### config.mk
export PLATFORM = sky130hd
export DESIGN_NAME = prefetch_unit
export DESIGN_NICKNAME = d
export VERILOG_FILES = /design/src/rtl/fetch_pkg.sv /design/src/rtl/fetch_slot_buffer.sv /design/src/rtl/prefetch_unit.sv
export SDC_FILE = /design/constraint.sdc
export NUM_CORES = 1
export LEC_CHECK = 0
export CAP_MARGIN = 40
export CORE_ASPECT_RATIO = 1.2
export CORE_MARGIN = 2
export CORE_UTILIZATION = 60
export DETAILED_ROUTE_END_ITERATION = 10
export PLACE_DENSITY = 0.85
export SYNTH_ARGS = -nofsm -noshare
export SYNTH_HDL_FRONTEND = slang
export SYNTH_SLANG_ARGS = --single-unit
export TNS_END_PERCENT = 1
### constraint.sdc
create_clock -name clk -period 7.9 [get_ports clk]
set_input_delay 0.79 -clock clk [delete_from_list [all_inputs] [get_ports clk]]
set_output_delay 0.79 -clock clk [all_outputs]
set_load 0.1 [all_outputs]
### src/rtl/fetch_pkg.sv
// Shared constants and slot layout for the instruction-fetch front end.
package fetch_pkg;

   localparam int unsigned INSTR_BYTES           = 4;
   localparam logic [31:0] DEFAULT_START_ADDRESS = 32'h0000_0000;
   localparam int unsigned SLOT_XLEN             = 32;
   localparam int unsigned SLOT_ADDR_WIDTH       = 32;

   typedef struct packed {
      logic [SLOT_ADDR_WIDTH-1:0] pc;
      logic [SLOT_XLEN-1:0]       data;
      logic                       filled;
   } fetch_slot_t;

endpackage

### src/rtl/fetch_slot_buffer.sv
// Ring of fetch slots: allocated in request order, filled in response order,
// drained at the head. Pointers carry one wrap bit so full and empty differ.
module fetch_slot_buffer
   import fetch_pkg::*;
#(
   parameter int unsigned XLEN       = SLOT_XLEN,
   parameter int unsigned ADDR_WIDTH = SLOT_ADDR_WIDTH,
   parameter int unsigned DEPTH      = 4,
   localparam int unsigned PW        = $clog2(DEPTH)
) (
   input  logic                  clk_i,
   input  logic                  rst_ni,
   input  logic                  flush_i,
   input  logic                  alloc_i,
   input  logic [ADDR_WIDTH-1:0] alloc_pc_i,
   input  logic                  fill_i,
   input  logic [XLEN-1:0]       fill_data_i,
   input  logic                  consume_i,
   output logic [PW:0]           count_o,
   output logic [PW:0]           unfilled_o,
   output logic                  head_valid_o,
   output logic [ADDR_WIDTH-1:0] head_pc_o,
   output logic [XLEN-1:0]       head_data_o
);

   typedef struct packed {
      logic [ADDR_WIDTH-1:0] pc;
      logic [XLEN-1:0]       data;
      logic                  filled;
   } slot_t;

   localparam logic [PW:0] PTR_ONE = (PW+1)'(1);

   slot_t [DEPTH-1:0] slot_q;
   logic  [PW:0]      head_q, alloc_q, fill_q;

   always_ff @(posedge clk_i or negedge rst_ni) begin
      if (!rst_ni) begin
         slot_q  <= '0;
         head_q  <= '0;
         alloc_q <= '0;
         fill_q  <= '0;
      end else if (flush_i) begin
         head_q  <= '0;
         alloc_q <= '0;
         fill_q  <= '0;
         for (int unsigned i = 0; i < DEPTH; i++) begin
            slot_q[PW'(i)].filled <= 1'b0;
         end
      end else begin
         // Alloc targets a free slot and fill an allocated one, so they never collide.
         if (alloc_i) begin
            slot_q[alloc_q[PW-1:0]].pc     <= alloc_pc_i;
            slot_q[alloc_q[PW-1:0]].filled <= 1'b0;
            alloc_q                        <= alloc_q + PTR_ONE;
         end
         if (fill_i) begin
            slot_q[fill_q[PW-1:0]].data   <= fill_data_i;
            slot_q[fill_q[PW-1:0]].filled <= 1'b1;
            fill_q                        <= fill_q + PTR_ONE;
         end
         if (consume_i) begin
            head_q <= head_q + PTR_ONE;
         end
      end
   end

   assign count_o      = alloc_q - head_q;
   assign unfilled_o   = alloc_q - fill_q;
   // A drained ring can leave a stale filled bit at the head; count masks it.
   assign head_valid_o = slot_q[head_q[PW-1:0]].filled && (count_o != '0);
   assign head_pc_o    = slot_q[head_q[PW-1:0]].pc;
   assign head_data_o  = slot_q[head_q[PW-1:0]].data;

endmodule

### src/rtl/prefetch_unit.sv
// Instruction-fetch front end: sequential PC generation, credit-limited memory
// requests, stale-response dropping after redirects, buffered decoder delivery.
module prefetch_unit
   import fetch_pkg::*;
#(
   parameter int unsigned           XLEN          = 32,
   parameter int unsigned           ADDR_WIDTH    = 32,
   parameter logic [ADDR_WIDTH-1:0] START_ADDRESS = ADDR_WIDTH'(DEFAULT_START_ADDRESS),
   parameter int unsigned           FIFO_DEPTH    = 4
) (
   input  logic                  clk,
   input  logic                  rst_n,
   output logic                  imem_req_valid,
   input  logic                  imem_req_ready,
   output logic [ADDR_WIDTH-1:0] imem_req_addr,
   input  logic                  imem_rsp_valid,
   input  logic [XLEN-1:0]       imem_rsp_data,
   input  logic                  redirect_valid,
   input  logic [ADDR_WIDTH-1:0] redirect_addr,
   output logic                  instr_valid,
   input  logic                  instr_ready,
   output logic [XLEN-1:0]       instr_data,
   output logic [ADDR_WIDTH-1:0] instr_pc
);

   localparam int unsigned PW = $clog2(FIFO_DEPTH);

   logic [ADDR_WIDTH-1:0] fetch_pc_q, fetch_pc_d;
   logic [PW:0]           drop_q, drop_d;
   logic [PW:0]           count, unfilled;
   logic [PW+1:0]         inflight, drop_sum;
   logic                  req_hs, consume, fill;

   // Credit covers both live slots and responses still owed for flushed ones.
   assign inflight       = {1'b0, count} + {1'b0, drop_q};
   assign imem_req_valid = rst_n && (inflight < (PW+2)'(FIFO_DEPTH));
   assign imem_req_addr  = fetch_pc_q;
   assign req_hs         = imem_req_valid && imem_req_ready;
   assign consume        = instr_valid && instr_ready;
   assign fill           = imem_rsp_valid && (drop_q == '0) && !redirect_valid;
   assign drop_sum       = {1'b0, drop_q} + {1'b0, unfilled}
                         + (PW+2)'(req_hs) - (PW+2)'(imem_rsp_valid);

   always_comb begin
      fetch_pc_d = fetch_pc_q;
      drop_d     = drop_q;
      if (redirect_valid) begin
         fetch_pc_d = {redirect_addr[ADDR_WIDTH-1:2], 2'b00};
         drop_d     = drop_sum[PW:0];
      end else begin
         if (req_hs) begin
            fetch_pc_d = fetch_pc_q + ADDR_WIDTH'(INSTR_BYTES);
         end
         if (imem_rsp_valid && (drop_q != '0)) begin
            drop_d = drop_q - (PW+1)'(1);
         end
      end
   end

   always_ff @(posedge clk or negedge rst_n) begin
      if (!rst_n) begin
         fetch_pc_q <= START_ADDRESS;
         drop_q     <= '0;
      end else begin
         fetch_pc_q <= fetch_pc_d;
         drop_q     <= drop_d;
      end
   end

   fetch_slot_buffer #(
      .XLEN       (XLEN),
      .ADDR_WIDTH (ADDR_WIDTH),
      .DEPTH      (FIFO_DEPTH)
   ) u_slots (
      .clk_i        (clk),
      .rst_ni       (rst_n),
      .flush_i      (redirect_valid),
      .alloc_i      (req_hs),
      .alloc_pc_i   (fetch_pc_q),
      .fill_i       (fill),
      .fill_data_i  (imem_rsp_data),
      .consume_i    (consume),
      .count_o      (count),
      .unfilled_o   (unfilled),
      .head_valid_o (instr_valid),
      .head_pc_o    (instr_pc),
      .head_data_o  (instr_data)
   );

   a_rsp_owed: assert property (@(posedge clk) disable iff (!rst_n)
      imem_rsp_valid |-> ((count != '0) || (drop_q != '0)));

endmodule

==> impl_metrics.tcl, run 1 <==
set metrics [dict create \
    status "completed" \
    clock-root-buffer "clkbuf_16" \
    p_per_area_nw_per_um2 369 \
    slew_headroom 0.374 \
    grt-ovfl-total 0 \
    power.leakage_nw 8.15 \
    max_freq_mhz 175 \
    via_per_inst 6.27 \
    fin_skew_ns 0.00739 \
    rsz0062_at_grt "no" \
    synthCells 964 \
    grt_first_pass_wirelength_um 56100 \
    cts-htree-levels 1 \
    cap_viol_max_count 0 \
    worst_pin_slew_ns 0.936 \
    crit_start "u_slots.head_q[0]" \
    drc 0 \
    clk_path_buf_depth 3 \
    synth_area_per_cell_um2 14.3 \
    reg2reg_depth 14 \
    row_count 60 \
    numPortBuffers 161 \
    io_pins 168 \
    grt_max_degree 102 \
    ys_types 50 \
    critPathLaunchType "flop" \
    die_h_um 170 \
    r2r-end "drop_q[2]" \
    grt_pass1_vias 10289 \
    crit_type "flop to flop" \
    synth_flop_cell "dfrtp_1" \
    antenna_found_initial 1 \
    synth.yosys.seq_area_share 0.535 \
    ff2ff_setup_slack_ns 2.19 \
    hp-class "input pin to asynchronous set/reset pin" \
    postCtsSetupRepairBufs 0 \
    netlist_area_um2 13800 \
    worst_slack_ns 2.19 \
    p_total_w 0.00671 \
    fin_tns_setup_ns 0 \
    drv_slew 0 \
    insertion_delay_ns 0.55 \
    finalCriticalPeriod_ns 5.71 \
    critPathRequiredTime_ns 8.30 \
    clkTransAtPathRegs_ns 0.06 \
    die_w_um 142 \
    globalplace.congestion 0.861 \
    finalSetupViolations 0 \
    drt_first_pass_iters 6 \
    wl_per_cell_um 23.4 \
    fin_nets 1285 \
    postRouteWirelength_um 34900 \
    async_reset_ff_frac 1.00 \
    ant_nets 0 \
    cts_tree "built" \
    crit_fanout 18 \
    start_util 0.613 \
    synth_edf_count 0 \
    crit_path_end "drop_q[2]" \
    cp-end-kind "flop" \
    dieArea_um2 24200 \
    synth_seq_cells 294 \
    area_delta_synth_final_pct 32.3 \
    yosysWarnings 0 \
    drt_iter0_markers 661 \
    drive_above_1_share 0.397 \
    hold_violations 0 \
    arrival_ns 6.11 \
    ir_drop_v 0.000432 \
    post-dp-hpwl_um 22500 \
    coreArea_um2 22400 \
    cts_resized 0 \
    hold_buffers 0 \
    dpl_worst_slack_ns 2.32 \
    grtUsageTotal 0.300 \
    numCtsBuffers 30 \
    cts_num_sinks 294 \
    r2r_start "u_slots.head_q[0]" \
    min_period_over_period 0.722 \
    utilization 0.811 \
    dr_total_vias 9371 \
]
-- cells by family after synthesis --
| group | Yosys count | synth area share |
|---|---|---|
| XOR/XNOR | 17 | 0.0118 |
| other | 1 | 0.000272 |
| adder cells (fa/ha/maj) | 21 | 0.0224 |
| AO/OA/AOI/OAI | 67 | 0.0325 |
| buffers and inverters | 93 | 0.0279 |
| multiplexers | 317 | 0.310 |
| flip-flops | 294 | 0.535 |
| AND/OR/NAND/NOR | 154 | 0.0601 |
-- how the worst min path moves through the flow --
stage                         from                   to  slack (ns)  depth (start not counted)
4_1_cts                      rst_n  u_slots.slot_q[138]        0.29                          1
2_1_floorplan  u_slots.slot_q[195]  u_slots.slot_q[195]        0.47                          2
3_3_place_gp   u_slots.slot_q[226]  u_slots.slot_q[226]        0.48                          1
5_1_grt                      rst_n  u_slots.slot_q[203]        0.33                          1
6_report                     rst_n  u_slots.slot_q[138]        0.24                          1
3_5_place_dp   u_slots.slot_q[173]  u_slots.slot_q[173]        0.49                          1
-- cell usage after synthesis (9+ instances only) --
master	count	share of area
a31oi_1	11	0.0050
buf_1	20	0.0055
clkbuf_1	46	0.013
dfrtp_1	294	0.53
ha_1	15	0.014
inv_1	13	0.0035
mux2_2	248	0.20
mux4_2	63	0.10
nand2_1	36	0.0098
nand3_1	21	0.0076
nand4_1	14	0.0064
nor2_1	22	0.0060
o211ai_1	9	0.0049
o21ai_0	20	0.0073
or3_1	12	0.0055
or4_1	10	0.0055
xnor2_1	10	0.0064
-- routing by layer --
layer,part of all wire,GRT usage
met1,0.38,0.365
met2,0.54,0.540
met3,0.049,0.0431
met4,0.034,0.118
met5,0,0
-- layout by cell type (no fill, tap or decap), types with 3 or more instances in the layout --
cell type | synthesis | layout
dfrtp_1 | 294 | 292
mux2_2 | 248 | 248
clkdlybuf4s50_1 | 0 | 159
buf_8 | 0 | 83
mux4_2 | 63 | 63
nand2_1 | 36 | 36
clkbuf_16 | 0 | 31
nor2_1 | 22 | 22
nand3_1 | 21 | 21
o21ai_0 | 20 | 20
buf_16 | 0 | 17
ha_1 | 15 | 15
nand4_1 | 14 | 14
inv_1 | 13 | 13
buf_4 | 5 | 13
or3_1 | 12 | 12
a31oi_1 | 11 | 11
xnor2_1 | 10 | 10
or4_1 | 10 | 10
o211ai_1 | 9 | 9
nor2b_1 | 7 | 7
nor4_1 | 7 | 7
mux2i_1 | 6 | 6
xor2_1 | 6 | 6
o31ai_1 | 6 | 6
fa_1 | 6 | 6
clkinv_2 | 0 | 6
a21oi_1 | 5 | 5
clkbuf_8 | 0 | 5
clkbuf_1 | 46 | 5
nand2b_1 | 4 | 4
a32o_1 | 4 | 4
nor3_1 | 4 | 4
conb_1 | 1 | 4
and3_1 | 3 | 3
or2_2 | 3 | 3
o41ai_1 | 3 | 3
o311ai_0 | 3 | 3
-- sequential cells by signal (all words and copies together), names as in the netlist --
signal / count
u_slots.head_q: 3
u_slots.fill_q: 3
drop_q: 3
u_slots.slot_q: 252
imem_req_addr: 30
u_slots.alloc_q: 3
-- area by class of cell --
cell class	count	area (um2)
multi-input combinational	580	6030
inverter	14	52.6
tap	279	349
timing repair buffer	274	3430
clock buffer	41	863
fill	1107	4240
sequential	294	7360
clock inverter	11	114
antenna	2	5.00
-- metrics by stage --
stage / cell area, um2 / hold slack (ns) / std cells
after floorplan: 13800 / 0.472 / 967
after global placement: 15500 / 0.481 / 1341
after detailed placement: 17200 / 0.487 / 1441
after CTS: 18200 / 0.287 / 1493
after global routing: 18200 / 0.328 / 1494
final: 18200 / 0.240 / 1495
-- worst max-delay path: stages, from the launching register on --
cell	delay, ns
dfrtp_4	0.66
ha_1	0.21
inv_1	0.05
fa_1	0.36
xnor3_1	0.44
ha_1	0.33
nor4b_1	0.80
and3_1	0.68
fa_1	0.55
fa_1	0.40
fa_1	0.40
xnor2_1	0.16
xnor2_1	0.26
xnor2_1	0.16
mux2i_1	0.11
-- power by group --
| part | switching, W | total [W] | internal (W) | leakage [nW] |
|---|---|---|---|---|
| sequential | 0.000232 | 0.00206 | 0.00183 | 3.87 |
| clock | 0.000587 | 0.00141 | 0.000825 | 0.480 |
| combinational | 0.00192 | 0.00324 | 0.00133 | 3.80 |
| total | 0.00273 | 0.00671 | 0.00398 | 8.15 |
(Power assumes the default switching activity.)
==> inputs of run 2 (changes only) <==
CORE_UTILIZATION = 51   (was 60)
PLACE_DENSITY = 0.77   (was 0.85)
clock period = 5 ns   (was 7.9 ns; I/O delays follow)
==> impl_metrics.tcl, run 2 (synthesis gave the netlist of run 1 again) <==
set metrics [dict create \
    status "completed" \
    hp-class "input pin to asynchronous set/reset pin" \
    p_sw_w 0.00424 \
    ir_drop_v 0.000498 \
    critPathLaunchType "flop" \
    swShare 0.401 \
    via_per_inst 5.84 \
    cp-end-kind "flop" \
    dr_total_vias 9078 \
    hold_violations 0 \
    power_frac_seq 0.303 \
    min_period_over_period 0.919 \
    numCtsBuffers 30 \
    ff2ff_setup_slack_ns 0.40 \
    drt_iter0_markers 579 \
    layout_commonest_cell "dfrtp_1" \
    slew_headroom 0.458 \
    mostFrequentLayoutCells "dfrtp_1, mux2_2, clkdlybuf4s50_1, buf_8, mux4_2" \
    power.leakage_nw 8.19 \
    p_int_w 0.00634 \
    worstPathCellList "inv_1 > ha_1 > inv_1 > fa_1 > xnor3_1 > ha_1 > nor4b_2 > buf_4 > and3_1 > fa_1 > fa_1 > fa_1 > xnor2_1 > xnor2_1 > xnor2_1 > mux2i_1" \
    grtUsageTotal 0.235 \
    postRouteWirelength_um 32400 \
    crit_top_cell "fa_1" \
    crit_buf_inv 3 \
    num_antenna_cells 0 \
    finalCriticalPeriod_ns 4.60 \
    start_util 0.521 \
    rsz0062_at_grt "no" \
    hold_ws_ns 0.404 \
    reg2reg_depth 16 \
    die_w_um 154 \
    post-dp-hpwl_um 21400 \
    cpPeakStageDelay_ns 0.45 \
    drv_slew 0 \
    clk_path_buf_depth 3 \
    fin_tns_setup_ns 0 \
    grt-ovfl-total 0 \
    critical_path.slowest_cell "dfrtp_1" \
    clock-root-buffer "clkbuf_16" \
    grt_max_degree 133 \
    globalplace.congestion 0.834 \
    p_per_area_nw_per_um2 578 \
    r2r_start "u_slots.alloc_q[0]" \
    multi_input_area_um2 6040 \
    grt_pass1_vias 9850 \
    drt_first_pass_iters 5 \
    wl_per_cell_um 20.8 \
    drc 0 \
    cts_num_sinks 294 \
    combPwrFrac 0.485 \
    crit_fanout 5 \
    antenna_found_initial 0 \
    cpLargestDelayFamily "adder cells" \
    fin_skew_ns 0.0146 \
    area_delta_synth_final_pct 33.1 \
    ant_nets 0 \
    r2r-end "drop_q[2]" \
    arrival_ns 5.01 \
    drive_above_1_share 0.401 \
    cap_viol_max_count 0 \
    fin_nets 1287 \
    critPathRequiredTime_ns 5.41 \
    dieArea_um2 28300 \
    row_count 65 \
    cts_tree "built" \
    cts-htree-levels 1 \
    insertion_delay_ns 0.56 \
    coreArea_um2 26400 \
    io_pins 168 \
    largest_reg_flops 252 \
    max_freq_mhz 218 \
    regArea_um2 7360 \
    clkTransAtPathRegs_ns 0.06 \
    die_h_um 184 \
    worst_pin_slew_ns 0.811 \
    finalSetupViolations 0 \
    postCtsSetupRepairBufs 0 \
    max_flop_register "u_slots.slot_q" \
    grt_first_pass_wirelength_um 52700 \
    clkPwrFrac 0.211 \
    crit_type "flop to flop" \
    numPortBuffers 161 \
    fillers 1733 \
]
[run 2: changes by cell type in the layout (fill, tap and decap cells not counted), moves of 2 or more]
cell and delta:
clkinvlp_4 -2, buf_8 -6, buf_16 +2, clkbuf_8 +2, buf_4 +6, clkinv_2 +4
diode_2 -2, clkdlybuf4s50_1 -2
[run 2: through the flow]
step	cells	area [um2]	util	total power (W)	worst slack, ns
floorplan	967	13800	-	0.00635	0.165
global placement	1403	15600	0.592	0.00723	0.597
detailed placement	1498	17300	0.655	0.00840	0.469
CTS	1554	18300	0.693	0.0107	0.374
global route	1554	18300	0.693	0.0110	0.158
finish	1554	18300	0.693	0.0106	0.403
[run 2: timing repair]
| action | 4_1_cts | 5_1_grt |
|---|---|---|
| gates resized for setup | 0 | 0 |
| setup endpoints to repair | 0 | 0 |
| hold buffers | 1 | 0 |
| hold endpoints to repair | 33 | 0 |
[run 2: per-layer routing]
layer  vias up  GRT usage  part of all wire
li1       4041          -                 -
met1      4730      0.306              0.41
met2       267      0.418              0.52
met3        40     0.0358             0.053
met4         0     0.0490             0.015
met5         -          0                 0
[run 2: power groups by stage]
stage                     Clock, W  Combinational, W  Sequential [W]
after floorplan                  0           0.00306         0.00329
after detailed placement         0           0.00516         0.00324
final                      0.00224           0.00514         0.00321
after global placement           0           0.00402         0.00321
after CTS                  0.00228           0.00518         0.00321
after global routing       0.00238           0.00534         0.00327
[run 2: area by class of cell]
class / instances / share of cell area
Timing Repair Buffer: 276 / 0.188
Multi-Input combinational cell: 580 / 0.330
Clock buffer: 42 / 0.0473
Clock inverter: 13 / 0.00690
Tap cell: 335 / 0.0229
Inverter: 14 / 0.00287
Sequential cell: 294 / 0.402
[run 2: worst reg2reg max path, cell delays in order, from the launching register on]
cell and delay, ns:
dfrtp_1 0.45, inv_1 0.14, ha_1 0.16, inv_1 0.05, fa_1 0.37, xnor3_1 0.43, ha_1 0.33, nor4b_2 0.29
buf_4 0.18, and3_1 0.20, fa_1 0.44, fa_1 0.39, fa_1 0.39, xnor2_1 0.24, xnor2_1 0.18, xnor2_1 0.14
mux2i_1 0.08
[run 2: worst max path at each step]
stage,from,to,slack [ns],depth (start not counted)
after floorplan,u_slots.head_q[1],drop_q[2],0.17,16
after global placement,u_slots.alloc_q[0],drop_q[2],0.60,16
after detailed placement,u_slots.alloc_q[0],drop_q[2],0.47,16
after CTS,u_slots.alloc_q[0],drop_q[2],0.37,16
after global routing,u_slots.alloc_q[0],drop_q[2],0.16,16
final,u_slots.alloc_q[0],drop_q[2],0.40,16
==> inputs of run 3 (changes only) <==
--- a/config.mk
+++ b/config.mk
@@ -6,4 +6,5 @@
 export NUM_CORES = 1
 export LEC_CHECK = 0
+export ABC_AREA = 1
 export CAP_MARGIN = 40
 export CORE_ASPECT_RATIO = 1.2
==> constraint.sdc (replaced) <==
create_clock -name clk -period 5 [get_ports clk]
set_input_delay 0.5 -clock clk [delete_from_list [all_inputs] [get_ports clk]]
set_output_delay 0.5 -clock clk [all_outputs]
set_load 0.05 [all_outputs]
==> impl_metrics.tcl, run 3 <==
set metrics [dict create \
    status "completed" \
    cp-end-kind "output pin" \
    stdcell_count 2194 \
    mostFrequentLayoutCells "nand2_1, dfrtp_1, o21ai_0, nor2_1, clkdlybuf4s50_1" \
    numPortBuffers 161 \
    crit_fanout 71 \
    cts_tree "built" \
    crit_type "flop to output pin" \
    rsz0062_at_grt "no" \
    io_pins 168 \
    fin_nets 1922 \
    yosys-top-cells-area "dfrtp_1, nand2_1, o21ai_0" \
    drt_iter0_markers 858 \
    synth_area_leader_cell "dfrtp_1" \
    row_count 66 \
    insertion_delay_ns 0.55 \
    hold_violations 0 \
    postRouteWirelength_um 36200 \
    clock-root-buffer "clkbuf_16" \
    num_antenna_cells 0 \
    yosysMostFrequentCell "nand2_1" \
    drive_above_1_share 0.0475 \
    clkTransAtPathRegs_ns 0.06 \
    drt_first_pass_iters 8 \
    via_per_inst 5.59 \
    wl_per_cell_um 16.5 \
    min_period_over_period 0.846 \
    yosysWarnings 0 \
    largest_reg_flops 252 \
    clk_path_buf_depth 3 \
    synth-compound-area-share 0.161 \
    synth_xor_area_frac 0.00752 \
    worst_slack_ns 0.772 \
    synth_top_family_by_area "simple AND/OR/NAND/NOR gates" \
    grt_max_degree 177 \
    synth_flop_cell "dfrtp_1" \
    cap_viol_max_count 0 \
    grt_pass1_vias 11951 \
    fin_skew_ns 0.0121 \
    max_freq_mhz 237 \
    cts_resized 0 \
    synthMuxAreaShare 0 \
    hp-class "input pin to asynchronous set/reset pin" \
    drc 0 \
    numCtsBuffers 30 \
    die_w_um 155 \
    cts-htree-levels 1 \
    critPathRequiredTime_ns 4.50 \
    critPathLaunchType "flop" \
    fillers 2307 \
    synth_seq_cells 294 \
    finalCriticalPeriod_ns 4.23 \
    ant_nets 0 \
    reg2reg_depth 20 \
    start_util 0.517 \
    synthCells 1735 \
    yosys-top-cells-count "nand2_1, dfrtp_1, o21ai_0, nor2_1, o21ai_1" \
    multi_input_area_um2 5780 \
    synthAdderAreaFrac 0.0220 \
    synth.yosys.seq_area_share 0.527 \
    ff2ff_setup_slack_ns 0.86 \
    arrival_ns 3.73 \
    power.leakage_nw 7.87 \
    area_delta_synth_final_pct 20.3 \
    dieArea_um2 28700 \
    antenna_found_initial 0 \
    dr_total_vias 12271 \
    utilization 0.622 \
    cts_num_sinks 294 \
    ir_drop_v 0.000489 \
    async_reset_ff_frac 1.00 \
    dp.cells 2138 \
    p_per_area_nw_per_um2 652 \
    hold_ws_ns 0.427 \
    grt-ovfl-total 0 \
    fin_tns_setup_ns 0 \
    finalSetupViolations 0 \
    post-dp-hpwl_um 22600 \
    slew_headroom 0.342 \
    drv_slew 0 \
    synthSimpleGateAreaFrac 0.221 \
    coreArea_um2 27000 \
    synth_top_area_frac 0.527 \
    synth_area_per_cell_um2 8.05 \
    grtUsageTotal 0.254 \
    netlist_area_um2 14000 \
    max_flop_register "u_slots.slot_q" \
    die_h_um 185 \
    worst_pin_slew_ns 0.986 \
    dpl_worst_slack_ns 0.841 \
    synth_edf_count 0 \
    layout_commonest_cell "nand2_1" \
    regArea_um2 7360 \
    globalplace.congestion 0.947 \
    ys_types 30 \
    grt_first_pass_wirelength_um 59400 \
    r2r-end "drop_q[2]" \
    r2r_start "u_slots.alloc_q[0]" \
]
[run 3: cell types whose count changed in the layout (fill, tap and decap cells not counted), moves of 12 or more]
cell     delta
nand2_1   +449
o21ai_0   +251
mux2_2    -248
nor2_1    +168
o21ai_1    +92
buf_8      -76
inv_1      +66
mux4_2     -63
nand3_1    +63
o22ai_1    +62
buf_16     -17
nand4_1    -14
or3_1      -12
[run 3: worst max path at each step]
| stage | slack [ns] | start | cells after the start | endpoint |
|---|---|---|---|---|
| 2_1_floorplan | 0.55 | u_slots.head_q[1] | 20 | drop_q[2] |
| 3_3_place_gp | 0.89 | u_slots.alloc_q[0] | 20 | drop_q[2] |
| 5_1_grt | 0.49 | u_slots.alloc_q[0] | 20 | drop_q[2] |
| 4_1_cts | 0.75 | u_slots.head_q[0] | 5 | instr_pc[9] |
| 3_5_place_dp | 0.84 | u_slots.alloc_q[0] | 20 | drop_q[2] |
| 6_report | 0.77 | u_slots.head_q[0] | 5 | instr_pc[9] |
[run 3: cells by family (layout without fill, tap and decap cells)]
family | after synthesis | in the layout
fa+ha+maj | 21 | 21
xor+xnor | 12 | 12
buf+inv | 198 | 314
simple gates | 777 | 777
flops | 294 | 294
compound gates | 432 | 432
other cells | 1 | 4
[run 3: critical path, stage by stage, from the launching register on]
cell             delay, ns
dfrtp_4               0.40
buf_4                 0.62
buf_4                 0.64
o21ai_0               0.18
o22ai_1               0.39
clkdlybuf4s50_1       0.88
[run 3: cell type report]
cell class	count	share of cell area
multi-input combinational	1246	0.344
clock inverter	9	0.0101
timing repair buffer	177	0.108
sequential	294	0.438
inverter	82	0.0184
tap	340	0.0253
clock buffer	46	0.0555
[run 3: routing by layer]
metal	wire length, um	up-vias	track usage
li1	-	5861	-
met1	15200	5851	0.334
met2	17300	489	0.432
met3	2550	70	0.0379
met4	1110	0	0.0874
met5	0	-	0
[run 3: timing repair]
action | CTS | global route
hold buffers | 1 | 0
hold endpoints to repair | 42 | 0
setup endpoints to repair | 0 | 0
setup buffers | 0 | 0
[run 3: per-stage QoR]
step                      total power [W]  area [um2]
after floorplan                   0.00683       14000
after global placement            0.00841       15600
after detailed placement          0.00852       15700
after CTS                          0.0110       16800
after global routing               0.0116       16800
final                              0.0109       16800
[run 3: where the power goes]
group | internal, W | total [W] | leakage [nW] | switching (W)
combinational | 0.00162 | 0.00508 | 3.38 | 0.00346
clock | 0.00153 | 0.00245 | 0.546 | 0.000924
sequential | 0.00299 | 0.00341 | 3.94 | 0.000422
